### src/rtl/button_conditioner.sv
// Push-button front end for the SLC-3 board keys: per-channel synchronizer,
// polarity normalisation, debounce filter, press/release pulses and optional auto-repeat.
module button_conditioner #(
   parameter int N_BTN           = 2,
   parameter int SYNC_STAGES     = 2,
   parameter int DEBOUNCE_CYCLES = 4,
   parameter int ACTIVE_LOW      = 1,
   parameter int REPEAT_DELAY    = 0,
   parameter int REPEAT_PERIOD   = 1
) (
   input  logic             Clk,
   input  logic             Reset,
   input  logic [N_BTN-1:0] btn_raw,
   output logic [N_BTN-1:0] btn_level,
   output logic [N_BTN-1:0] btn_press,
   output logic [N_BTN-1:0] btn_release,
   output logic [N_BTN-1:0] btn_repeat
);

   localparam logic            INACTIVE = (ACTIVE_LOW != 0);
   localparam int              DB_W     = $clog2(DEBOUNCE_CYCLES + 1);
   localparam logic [DB_W-1:0] DB_LAST  = DB_W'(DEBOUNCE_CYCLES - 1);
   localparam logic [DB_W-1:0] DB_ONE   = DB_W'(1);
   localparam int              REP_MAX  = (REPEAT_DELAY > REPEAT_PERIOD) ? REPEAT_DELAY : REPEAT_PERIOD;
   localparam int              HOLD_W   = $clog2(REP_MAX + 1);

   for (genvar g = 0; g < N_BTN; g++) begin : g_chan
      logic [SYNC_STAGES-1:0] r_sync;
      logic [DB_W-1:0]        r_dbCnt;
      logic                   r_level;
      logic                   r_press;
      logic                   r_release;
      logic                   w_pressed;
      logic                   w_differ;
      logic                   w_accept;
      logic                   w_repeatFire;

      assign w_pressed = r_sync[SYNC_STAGES-1] ^ INACTIVE;
      assign w_differ  = (w_pressed != r_level);
      assign w_accept  = w_differ && (r_dbCnt == DB_LAST);

      // The counter only advances while the synchronized input disagrees with the
      // accepted level, so any agreeing cycle restarts the stability window.
      always_ff @(posedge Clk) begin
         if (Reset) begin
            r_sync    <= {SYNC_STAGES{INACTIVE}};
            r_dbCnt   <= '0;
            r_level   <= 1'b0;
            r_press   <= 1'b0;
            r_release <= 1'b0;
         end else begin
            r_sync    <= {r_sync[SYNC_STAGES-2:0], btn_raw[g]};
            r_press   <= (w_accept && !r_level) || w_repeatFire;
            r_release <= w_accept && r_level;
            if (w_accept) begin
               r_level <= ~r_level;
               r_dbCnt <= '0;
            end else if (w_differ) begin
               r_dbCnt <= r_dbCnt + DB_ONE;
            end else begin
               r_dbCnt <= '0;
            end
         end
      end

      assign btn_level[g]   = r_level;
      assign btn_press[g]   = r_press;
      assign btn_release[g] = r_release;

      if (REPEAT_DELAY > 0) begin : g_repeat
         localparam logic [HOLD_W-1:0] DELAY_LAST  = HOLD_W'(REPEAT_DELAY - 1);
         localparam logic [HOLD_W-1:0] PERIOD_LAST = HOLD_W'(REPEAT_PERIOD - 1);
         localparam logic [HOLD_W-1:0] HOLD_ONE    = HOLD_W'(1);

         logic [HOLD_W-1:0] r_hold;
         logic              r_first;
         logic              r_repeat;

         // r_first selects the initial delay until the first repeat has fired;
         // a repeat is suppressed on the edge that accepts the release.
         assign w_repeatFire = r_level && !w_accept &&
                               (r_first ? (r_hold == DELAY_LAST) : (r_hold == PERIOD_LAST));

         always_ff @(posedge Clk) begin
            if (Reset) begin
               r_hold   <= '0;
               r_first  <= 1'b0;
               r_repeat <= 1'b0;
            end else begin
               r_repeat <= w_repeatFire;
               if (w_accept) begin
                  r_hold  <= '0;
                  r_first <= ~r_level;
               end else if (r_level) begin
                  if (w_repeatFire) begin
                     r_hold  <= '0;
                     r_first <= 1'b0;
                  end else begin
                     r_hold <= r_hold + HOLD_ONE;
                  end
               end
            end
         end

         assign btn_repeat[g] = r_repeat;
      end else begin : g_noRepeat
         assign w_repeatFire  = 1'b0;
         assign btn_repeat[g] = 1'b0;
      end
   end

endmodule

### config.mk
export PLATFORM = sky130hd
export DESIGN_NAME = button_conditioner
export DESIGN_NICKNAME = d
export VERILOG_FILES = /design/src/rtl/button_conditioner.sv
export SDC_FILE = /design/constraint.sdc
export NUM_CORES = 1
export LEC_CHECK = 0
export CAP_MARGIN = 20
export CORE_MARGIN = 5
export CORE_UTILIZATION = 40
export CTS_CLUSTER_DIAMETER = 200
export CTS_CLUSTER_SIZE = 20
export DETAILED_ROUTE_END_ITERATION = 10
export SYNTH_ARGS = -nofsm -noshare
export SYNTH_HDL_FRONTEND = slang
export SYNTH_SLANG_ARGS = --single-unit
### constraint.sdc
create_clock -name Clk -period 1.36 [get_ports Clk]
set_input_delay 0.136 -clock Clk [delete_from_list [all_inputs] [get_ports Clk]]
set_output_delay 0.136 -clock Clk [all_outputs]
set_load 0.005 [all_outputs]
==> results.md, run 1 <==
* Outcome: complete, no violations
* Die Ht at 49.4 um
* CP bufs+invs at 1
* Vias/cell at 4.68
* Placed Cells at 71
* Cts hold-fix bufs at 0
* Placed cell area at 677 um^2
* H-tree levels at 1
* Post-route ant nets at 0
* 1st-pass router iterations at 2
* Commonest non-fill, non-tap cell in the layout: dfxtp_1
* Critical path required time at 1220 ps
* Ports at 12
* WHS Endpoint: g_chan[0].r_sync[0]$_SDFF_PP1_
* Period utilization at 0.953
* Non-Filler Instances at 75
* Beginning of the worst register-to-register path: g_chan[1].r_dbCnt[0]$_SDFF_PP0_
* Mean area per synthesized cell at 11.9 um^2
* Total Wirelength at 760 um
* Main combinational cell family by area after synthesis: simple AND/OR/NAND/NOR gates
* Yosys Warn Count at 0
* Hold/Removal Path Class: in2reg
* DP HPWL at 581 um
* Switching Fraction at 0.193
* Leak Pwr at 0.274 nW
* Share of layout cells above drive strength 1 at 0.288
* First-pass GRT wire length at 1.24 mm
* #FFs+latches synth at 16
* Clock Latency Late Sink at 280 ps
* Fin. max-slew vios at 0
* Crit-path slowest cell: clkdlybuf4s50_1
* Top cell type's share of synthesized area at 0.517
* R2r endpoint: g_chan[1].r_press$_SDFF_PP0_
* Synth cell types at 15
* Die ar. at 0.00244 mm^2
* PortBufs at 9
* WL/cell at 10.1 um
* Synthesized cell area at 619 um^2
* Vias in the first global route at 297
* Cell Int Power at 656 uW
* Crit. End Element: output port
* R2r setup slk at 140 ps
* Worst EP arrival at 1160 ps
* Post-synthesis mux area share at 0
* Vias at 351
* Most frequent cells in the layout: 14 x dfxtp_1, 9 x clkdlybuf4s50_1, 4 x or2_2, 4 x ha_1
* Pwr dens at 1140 mW/mm^2
* Maximum clock rate at 771 MHz
* Hold Violations, Final at 0
* WHS Path Cells at 2
* Max stage delay on crit path at 510 ps
* Die width at 49.4 um
* Gr usage total at 0.0691
* HP Start: btn_raw[0]
* GR Overflow Total at 0
* Min Hold Slack at 413 ps
* Share of the yosys chip area belonging to registers at 0.517
* CORE AREA at 0.00149 mm^2
* Setup Skew at 3.65 ps
* CTS tree: done
* Initial antenna violation count at 0
* Synth Area in XOR/XNOR at 0.0283
* WS Path Type: reg2out
* Post-CTS Resized at 2
* Post-route DRC at 0
* TritonCTS buffer count at 3
* Final nets at 68
* Root Driver: clkbuf_4
* Comb pwr share at 0.038
* Simple logic cell fraction of the synthesized area at 0.216
* Crit path max fanout at 5
* Clk pwr share at 0.372
* Psw at 157 uW
* Minimum clock period at 1300 ps
* Crit-path cells: clkdlybuf4s50_1
* Clock Pin Slew Worst Setup and Hold Paths at 90 ps
* Cell row count at 14
* Top cells by area, synth: dfxtp_1 52%, buf_4 9.7%, ha_1 8.1%
* CP top delay family: buffers and inverters
* Sequential share of power at 0.590
* Peak supply drop at 0.750 mV
* MaxCap Viol Count at 0
* Final Cell Area at 716 um^2
* Clock Sinks at 16
* RSZ-0062 raised after global routing: false
* Ant diodes at 0
* Startpoint types: flop
* Initial DRC Count at 1
* R2R cell count at 3
* Adder-cell area share of the yosys netlist at 0.0808
* Synth area leader: dfxtp_1
* Synth Instances at 52
* Largest net degree at the start of global routing at 12
* Setup TNS at 0 ps
* Worst setup path startpoint: g_chan[1].r_level$_SDFFE_PP0P_
* Clock tree buffer depth at 2
* # setup viols final at 0
* Initial Util at 0.416
* Routability-driven placement congestion ratio at 0.625
* Setup Fix Bufs, Post-CTS at 0
* Synth Area in Compound Gates at 0.0242
* P&R area growth vs syn at 15.6%
## power by group through the flow
| stage | combinational, mW | sequential [mW] | clock, mW |
|---|---|---|---|
| after detailed placement | 0.0312 | 0.491 | 0 |
| after floorplan | 0.0223 | 0.490 | 0 |
| after global routing | 0.0346 | 0.481 | 0.330 |
| after global placement | 0.0308 | 0.490 | 0 |
| final | 0.0310 | 0.480 | 0.302 |
| after CTS | 0.0313 | 0.480 | 0.315 |
## state kept, by name, indices dropped and copies added, names as in the netlist
register	cells
g_chan.r_press	2
g_chan.r_release	2
g_chan.r_level	2
g_chan.r_sync	4
g_chan.r_dbCnt	6
## worst max-delay path by stage
stage / to / slack [ps] / depth (start not counted)
global placement: g_chan[0].r_dbCnt[1]$_SDFF_PP0_ / 110 / 3
global route: btn_level[1] / 20 / 1
detailed placement: g_chan[0].r_press$_SDFF_PP0_ / 90 / 3
finish: btn_level[1] / 60 / 1
CTS: btn_level[1] / 50 / 1
floorplan: g_chan[1].r_dbCnt[1]$_SDFF_PP0_ / 290 / 3
## stage by stage
stage / total power, mW / util / setup slack (ps)
final: 0.813 / 0.481 / 63.8
after global routing: 0.845 / 0.481 / 15.7
after floorplan: 0.512 / - / 290
after detailed placement: 0.522 / 0.455 / 88.5
after global placement: 0.521 / 0.455 / 111
after CTS: 0.826 / 0.481 / 46.4
## synthesized netlist by cell type
library cell,count
buf_6,1
inv_1,2
nor4b_1,2
nor4_1,3
nor4b_2,2
and4b_2,2
nor4_2,1
buf_4,8
xor2_1,2
ha_1,4
dfxtp_1,16
conb_1,1
a211oi_1,2
or2_2,4
nor2_1,2
## cell type report
cell class | instances | area (um^2)
Multi-Input combinational cell | 26 | 224
Sequential cell | 16 | 323
Inverter | 2 | 7.51
Fill cell | 142 | 773
Tap cell | 16 | 20.0
Timing Repair Buffer | 11 | 105
Clock buffer | 4 | 36.3
## cell families (layout without fill, tap and decap cells)
| kind of cell | after synthesis | count (layout) |
|---|---|---|
| flip-flops | 16 | 16 |
| AND/OR/NAND/NOR | 16 | 16 |
| buffers and inverters | 11 | 17 |
| adder cells (fa/ha/maj) | 4 | 4 |
| AO/OA/AOI/OAI | 2 | 2 |
| XOR/XNOR | 2 | 2 |
| other | 1 | 2 |
## routing by layer
layer,share of wire,wire length (um),up-vias,track usage
met2,0.41,309,11,0.0923
met3,0.10,79,0,0.0367
met1,0.49,372,155,0.0860
met5,0,0,-,0
met4,0,0,0,0.0404
li1,-,-,185,-
No activity file was read; power rests on OpenSTA's default activity.
==> run 2: changes to the inputs <==
--- a/config.mk
+++ b/config.mk
@@ -5,6 +5,7 @@
 export SDC_FILE = /design/constraint.sdc
 export NUM_CORES = 1
 export LEC_CHECK = 0
+export ABC_AREA = 1
 export CAP_MARGIN = 20
 export CORE_MARGIN = 5
 export CORE_UTILIZATION = 40
==> run 2 against run 1 <==
Against the previous run: flip-flop and latch count stayed put; sequential power barely moved; routed wire length shrank 2.6%; area after synthesis down 0.61%; clock power down 23%; total power is 8.9% lower; synthesized cell count is 38% higher; clock-buffer cell count shrank 1.
==> results.md, run 2 <==
* Fin util at 0.466
* Synth area leader: dfxtp_1
* Max stage delay on crit path at 500 ps
* Vias at 398
* Final nets at 87
* MaxCap Viol Count at 0
* Top cells by area, synth: dfxtp_1 52%, buf_4 9.8%, ha_1 8.1%
* Crit-path cells: clkdlybuf4s50_1
* CTS tree: done
* Synth cell types at 11
* PortBufs at 9
* Commonest non-fill, non-tap cell in the layout: dfxtp_1
* CP top delay family: buffers and inverters
* Share of layout cells above drive strength 1 at 0.130
* First-pass GRT wire length at 1.18 mm
* Startpoint types: flop
* Clk pwr share at 0.317
* Post-CTS Resized at 0
* Hold Violations, Final at 0
* CORE AREA at 0.00149 mm^2
* Initial antenna violation count at 0
* Post-route ant nets at 0
* Root Driver: clkbuf_4
* H-tree levels at 1
* Main combinational cell family by area after synthesis: simple AND/OR/NAND/NOR gates
* Clock tree buffer depth at 2
* Ports at 12
* Synth Area in XOR/XNOR at 0
* Critical path required time at 1220 ps
* Sequential share of power at 0.647
* Total power draw at 740 uW
* Setup Skew at 0.441 ps
* Vias in the first global route at 306
* Total Wirelength at 740 um
* Share of the yosys chip area belonging to registers at 0.520
* Ant diodes at 0
* Die Ht at 49.2 um
* Footprint of the multi-input gates at 198 um^2
* Top flop regs: g_chan.r_dbCnt x6, g_chan.r_sync x4
* Setup ws final at 77.3 ps
* GR Overflow Total at 0
* Peak supply drop at 0.448 mV
* R2R cell count at 5
* DP Worst Slack at 188 ps
* Fin. max-slew vios at 0
* Clock Latency Late Sink at 270 ps
* DP HPWL at 568 um
* Mean area per synthesized cell at 8.55 um^2
* Switching Fraction at 0.200
* Fill cell count at 147
* Worst EP arrival at 1150 ps
* Maximum clock rate at 780 MHz
* Period utilization at 0.943
* Initial DRC Count at 1
* Pwr dens at 1070 mW/mm^2
* Top cell type's share of synthesized area at 0.520
* Comb pwr share at 0.036
* Cell with the most instances after synthesis: dfxtp_1
* RSZ-0062 raised after global routing: false
* Post-route DRC at 0
* Crit-path slowest cell: clkdlybuf4s50_1
* 1st-pass router iterations at 4
* Gr usage total at 0.0645
* Number of synthesized flops with an enable pin at 0
* WL/cell at 7.96 um
* Setup Fix Bufs, Post-CTS at 0
* Cts hold-fix bufs at 0
* # setup viols final at 0
* Worst path depth at 1
* Adder-cell area share of the yosys netlist at 0.0813
* Setup TNS at 0 ps
* Initial Util at 0.413
* Post-synthesis mux area share at 0
* WS Path Type: reg2out
* Synth cell count leaders: 16 x dfxtp_1, 12 x nor2_1, 10 x inv_1, 8 x buf_4, 8 x nand2_1
* Die ar. at 0.00242 mm^2
* Minimum clock period at 1280 ps
* Vias/cell at 4.28
* Simple logic cell fraction of the synthesized area at 0.211
* CP bufs+invs at 1
* Clock Pin Slew Worst Setup and Hold Paths at 80 ps
* Cell row count at 14
* Top FF cell, synth: dfxtp_1
* Hold/Removal Path Class: reg2reg
* Final Cell Area at 694 um^2
* Cell Int Power at 592 uW
* P&R area growth vs syn at 12.8%
* FF/Latch Area at 323 um^2
* Synth Area in Compound Gates at 0.0163
* TritonCTS buffer count at 3
* Yosys Warn Count at 0
* Most frequent cells in the layout: 14 x dfxtp_1, 12 x nor2_1, 10 x inv_1, 9 x clkdlybuf4s50_1, 8 x nand2_1
* Leak Pwr at 0.338 nW
* Outcome: complete, no violations
* Synthesized cell area at 616 um^2
* WHS Path Cells at 1
* Routability-driven placement congestion ratio at 0.643
* #FFs+latches synth at 16
* Crit. End Element: output port
* Post-synth ARST share at 0
* Psw at 148 uW
* Synth Instances at 72
* Placed cell area at 669 um^2
* Top reg by flops: g_chan.r_dbCnt
* Largest net degree at the start of global routing at 10
* Crit path max fanout at 5
* Die width at 49.2 um
* Max reg flops at 6
* Clock Sinks at 16
[run 2: cell count changes after synthesis, sizes merged]
cell,delta
inv,+9
nand3,+6
and4b,-2
nand2,+8
a211oi,-2
nor4,-4
nor4b,-4
nor2,+10
a21oi,+2
buf,-1
xor2,-2
[run 2: final timing paths]
kind,from,to,slack (ps)
worst max register to register,g_chan[0].r_dbCnt[0]$_SDFF_PP0_,g_chan[0].r_dbCnt[0]$_SDFF_PP0_,220
worst min-delay path,g_chan[0].r_sync[0]$_SDFF_PP1_,g_chan[0].r_sync[1]$_SDFF_PP1_,410
worst max-delay path,g_chan[1].r_level$_SDFFE_PP0P_,btn_level[1],80
worst min register to register,g_chan[0].r_sync[0]$_SDFF_PP1_,g_chan[0].r_sync[1]$_SDFF_PP1_,410
[run 2: power by group through the flow]
| stage | sequential (mW) | clock [mW] | combinational (mW) |
|---|---|---|---|
| 4_1_cts | 0.479 | 0.244 | 0.0269 |
| 5_1_grt | 0.480 | 0.266 | 0.0303 |
| 3_5_place_dp | 0.490 | 0 | 0.0268 |
| 3_3_place_gp | 0.490 | 0 | 0.0257 |
| 6_report | 0.479 | 0.234 | 0.0266 |
| 2_1_floorplan | 0.490 | 0 | 0.0180 |
[run 2: layer usage]
metal  wire length [um]  part of all wire  GRT usage
met1                355              0.48     0.0779
met2                303              0.41     0.0794
met3                 68             0.092     0.0275
met4                 12             0.016     0.0673
met5                  0                 0          0
[run 2: kinds of logic (layout without fill, tap and decap cells)]
kind of cell    Yosys count  count (layout)
flops                    16              16
fa+ha+maj                 4               4
compound gates            2               2
simple gates             30              30
other cells               1               2
buf+inv                  19              23
[run 2: stage by stage]
| stage | hold WS (ps) | cells |
|---|---|---|
| finish | 412 | 93 |
| global route | 407 | 93 |
| CTS | 410 | 93 |
| detailed placement | 392 | 90 |
| global placement | 393 | 90 |
| floorplan | 208 | 73 |
[run 2: final cells by class]
type                       instances  area share
sequential                        16       0.465
multi-input combinational         38       0.285
timing repair buffer               9       0.130
inverter                          11      0.0595
clock buffer                       3      0.0324
tap                               16      0.0288
==> run 3: changes to the inputs <==
--- a/config.mk
+++ b/config.mk
@@ -6,12 +6,15 @@
 export NUM_CORES = 1
 export LEC_CHECK = 0
 export ABC_AREA = 1
+export ABC_CLOCK_PERIOD_IN_PS = 1360
 export CAP_MARGIN = 20
 export CORE_MARGIN = 5
 export CORE_UTILIZATION = 40
 export CTS_CLUSTER_DIAMETER = 200
 export CTS_CLUSTER_SIZE = 20
 export DETAILED_ROUTE_END_ITERATION = 10
+export DONT_BUFFER_PORTS = 1
+export SETUP_SLACK_MARGIN = 0.1
 export SYNTH_ARGS = -nofsm -noshare
 export SYNTH_HDL_FRONTEND = slang
 export SYNTH_SLANG_ARGS = --single-unit
==> run 3 against run 2 <==
Against the previous run: combinational power is 9.0% lower; clock-buffer cell count unchanged; sequential share of layout area up 4.2 points; via count fell by 5.3%; design area shrank 9.0%; register-to-register slack improved by 20 ps; clock power about the same; critical endpoint is now g_chan[0].r_dbCnt[1]$_SDFF_PP0_; largest cell class unchanged; largest power group unchanged.
==> results.md, run 3 (synthesis results as in run 2) <==
* Psw at 149 uW
* GR Overflow Total at 0
* Switching Fraction at 0.201
* RSZ-0062 raised after global routing: false
* 1st-pass router iterations at 2
* Fin. max-slew vios at 0
* Period utilization at 0.826
* Clock tree buffer depth at 2
* Ports at 12
* Cell Int Power at 591 uW
* Die width at 49.2 um
* Vias/cell at 4.33
* Clock Sinks at 16
* Share of layout cells above drive strength 1 at 0.113
* Max reg flops at 6
* # setup viols final at 0
* Cell row count at 14
* Clock Pin Slew Worst Setup and Hold Paths at 80 ps
* Root Driver: clkbuf_4
* Clock Latency Late Sink at 270 ps
* Peak supply drop at 0.343 mV
* Final nets at 81
* Commonest non-fill, non-tap cell in the layout: dfxtp_1
* CTS tree: done
* Sequential share of power at 0.649
* Minimum clock period at 1120 ps
* Startpoint types: flop
* WS Path Type: reg2reg
* Most frequent cells in the layout: 16 x dfxtp_1, 12 x nor2_1, 10 x inv_1, 8 x nand2_1, 6 x nand3_1
* H-tree levels at 1
* Final Cell Area at 632 um^2
* Pwr dens at 1170 mW/mm^2
* Setup TNS at 0 ps
* WL met2 at 288 um
* Placed cell area at 579 um^2
* Routability-driven placement congestion ratio at 0.750
* Hold/Removal Path Class: in2reg
* M1 wire length at 356 um
* WL/cell at 8.93 um
* Outcome: complete, no violations
* MaxCap Viol Count at 0
* Worst EP arrival at 1340 ps
* First-pass GRT wire length at 1.17 mm
* Initial DRC Count at 1
* Die ar. at 0.00242 mm^2
* DP HPWL at 543 um
* Initial Util at 0.413
* Initial antenna violation count at 0
* CORE AREA at 0.00149 mm^2
* Total Wirelength at 777 um
* Met3 WL at 93 um
* Setup Skew at 0.482 ps
* Min Hold Slack at 21.9 ps
* Die Ht at 49.2 um
* PortBufs at 0
* Gr usage total at 0.0701
* Largest net degree at the start of global routing at 9
* Comb pwr share at 0.033
* Post-route DRC at 0
* Crit path max fanout at 4
* TritonCTS buffer count at 3
* Maximum clock rate at 890 MHz
* P&R area growth vs syn at 2.64%
* Vias at 377
* Top reg by flops: g_chan.r_dbCnt
* Crit. End Element: flop
* Top flop regs: g_chan.r_dbCnt x6, g_chan.r_sync x4
* Clk pwr share at 0.319
* Hold Violations, Final at 0
* Critical path required time at 1580 ps
* Ant diodes at 0
* Post-route ant nets at 0
* Vias in the first global route at 290
* Leak Pwr at 0.317 nW
* Top layer in use: met4
## run 3: changes by cell type in the layout (fill, tap and decap cells not counted)
cell,previous run,this run
dfxtp_1,14,16
dlygate4sd3_1,0,3
dfxtp_2,2,0
clkdlybuf4s50_1,9,0
## run 3: per-layer routing
metal	vias to the layer above	GRT usage
met5	-	0
met4	0	0.0942
met3	4	0.0367
met2	13	0.0880
met1	154	0.0705
li1	206	-
## run 3: timing repair
action / 4_1_cts / 5_1_grt
buffers inserted: 0 / 0
hold buffers: 3 / 0
hold endpoints to repair: 6 / 0
gates resized for setup: 0 / 0
## run 3: cell type report
cell class                      count  area (um^2)
Timing Repair Buffer                3         30.0
Sequential cell                    16          320
Inverter                           11         41.3
Multi-Input combinational cell     38          198
Tap cell                           16         20.0
Fill cell                         151          857
Clock buffer                        3         22.5
## run 3: through the flow
stage                     setup slack (ps)   util  std cells  power [mW]
after floorplan                        328      -         73       0.508
after global placement                 256  0.389         81       0.505
after detailed placement               238  0.389         81       0.506
after CTS                              213  0.424         87       0.756
after global routing                   130  0.424         87       0.777
final                                  236  0.424         87       0.739
## run 3: worst paths after layout
check                                  start                               to  slack [ps]  cells after the start
max          g_chan[0].r_dbCnt[0]$_SDFF_PP0_  g_chan[0].r_dbCnt[1]$_SDFF_PP0_         240                      5
min                                    Reset   g_chan[1].r_level$_SDFFE_PP0P_          20                      3
max reg2reg  g_chan[0].r_dbCnt[0]$_SDFF_PP0_  g_chan[0].r_dbCnt[1]$_SDFF_PP0_         240                      5
min reg2reg   g_chan[1].r_sync[0]$_SDFF_PP1_   g_chan[1].r_sync[1]$_SDFF_PP1_         410                      1
## run 3: power by group through the flow
stage	sequential, mW	combinational, mW	clock [mW]
2_1_floorplan	0.490	0.0180	0
3_3_place_gp	0.490	0.0149	0
3_5_place_dp	0.491	0.0155	0
4_1_cts	0.480	0.0240	0.253
5_1_grt	0.481	0.0276	0.268
6_report	0.480	0.0242	0.236
## run 3: worst max-delay path, cell delays in order, from the launching register on
cell     delay, ps
dfxtp_1        320
ha_1           190
ha_1           210
nor2_1         110
nand3_1        130
nor2_1         100
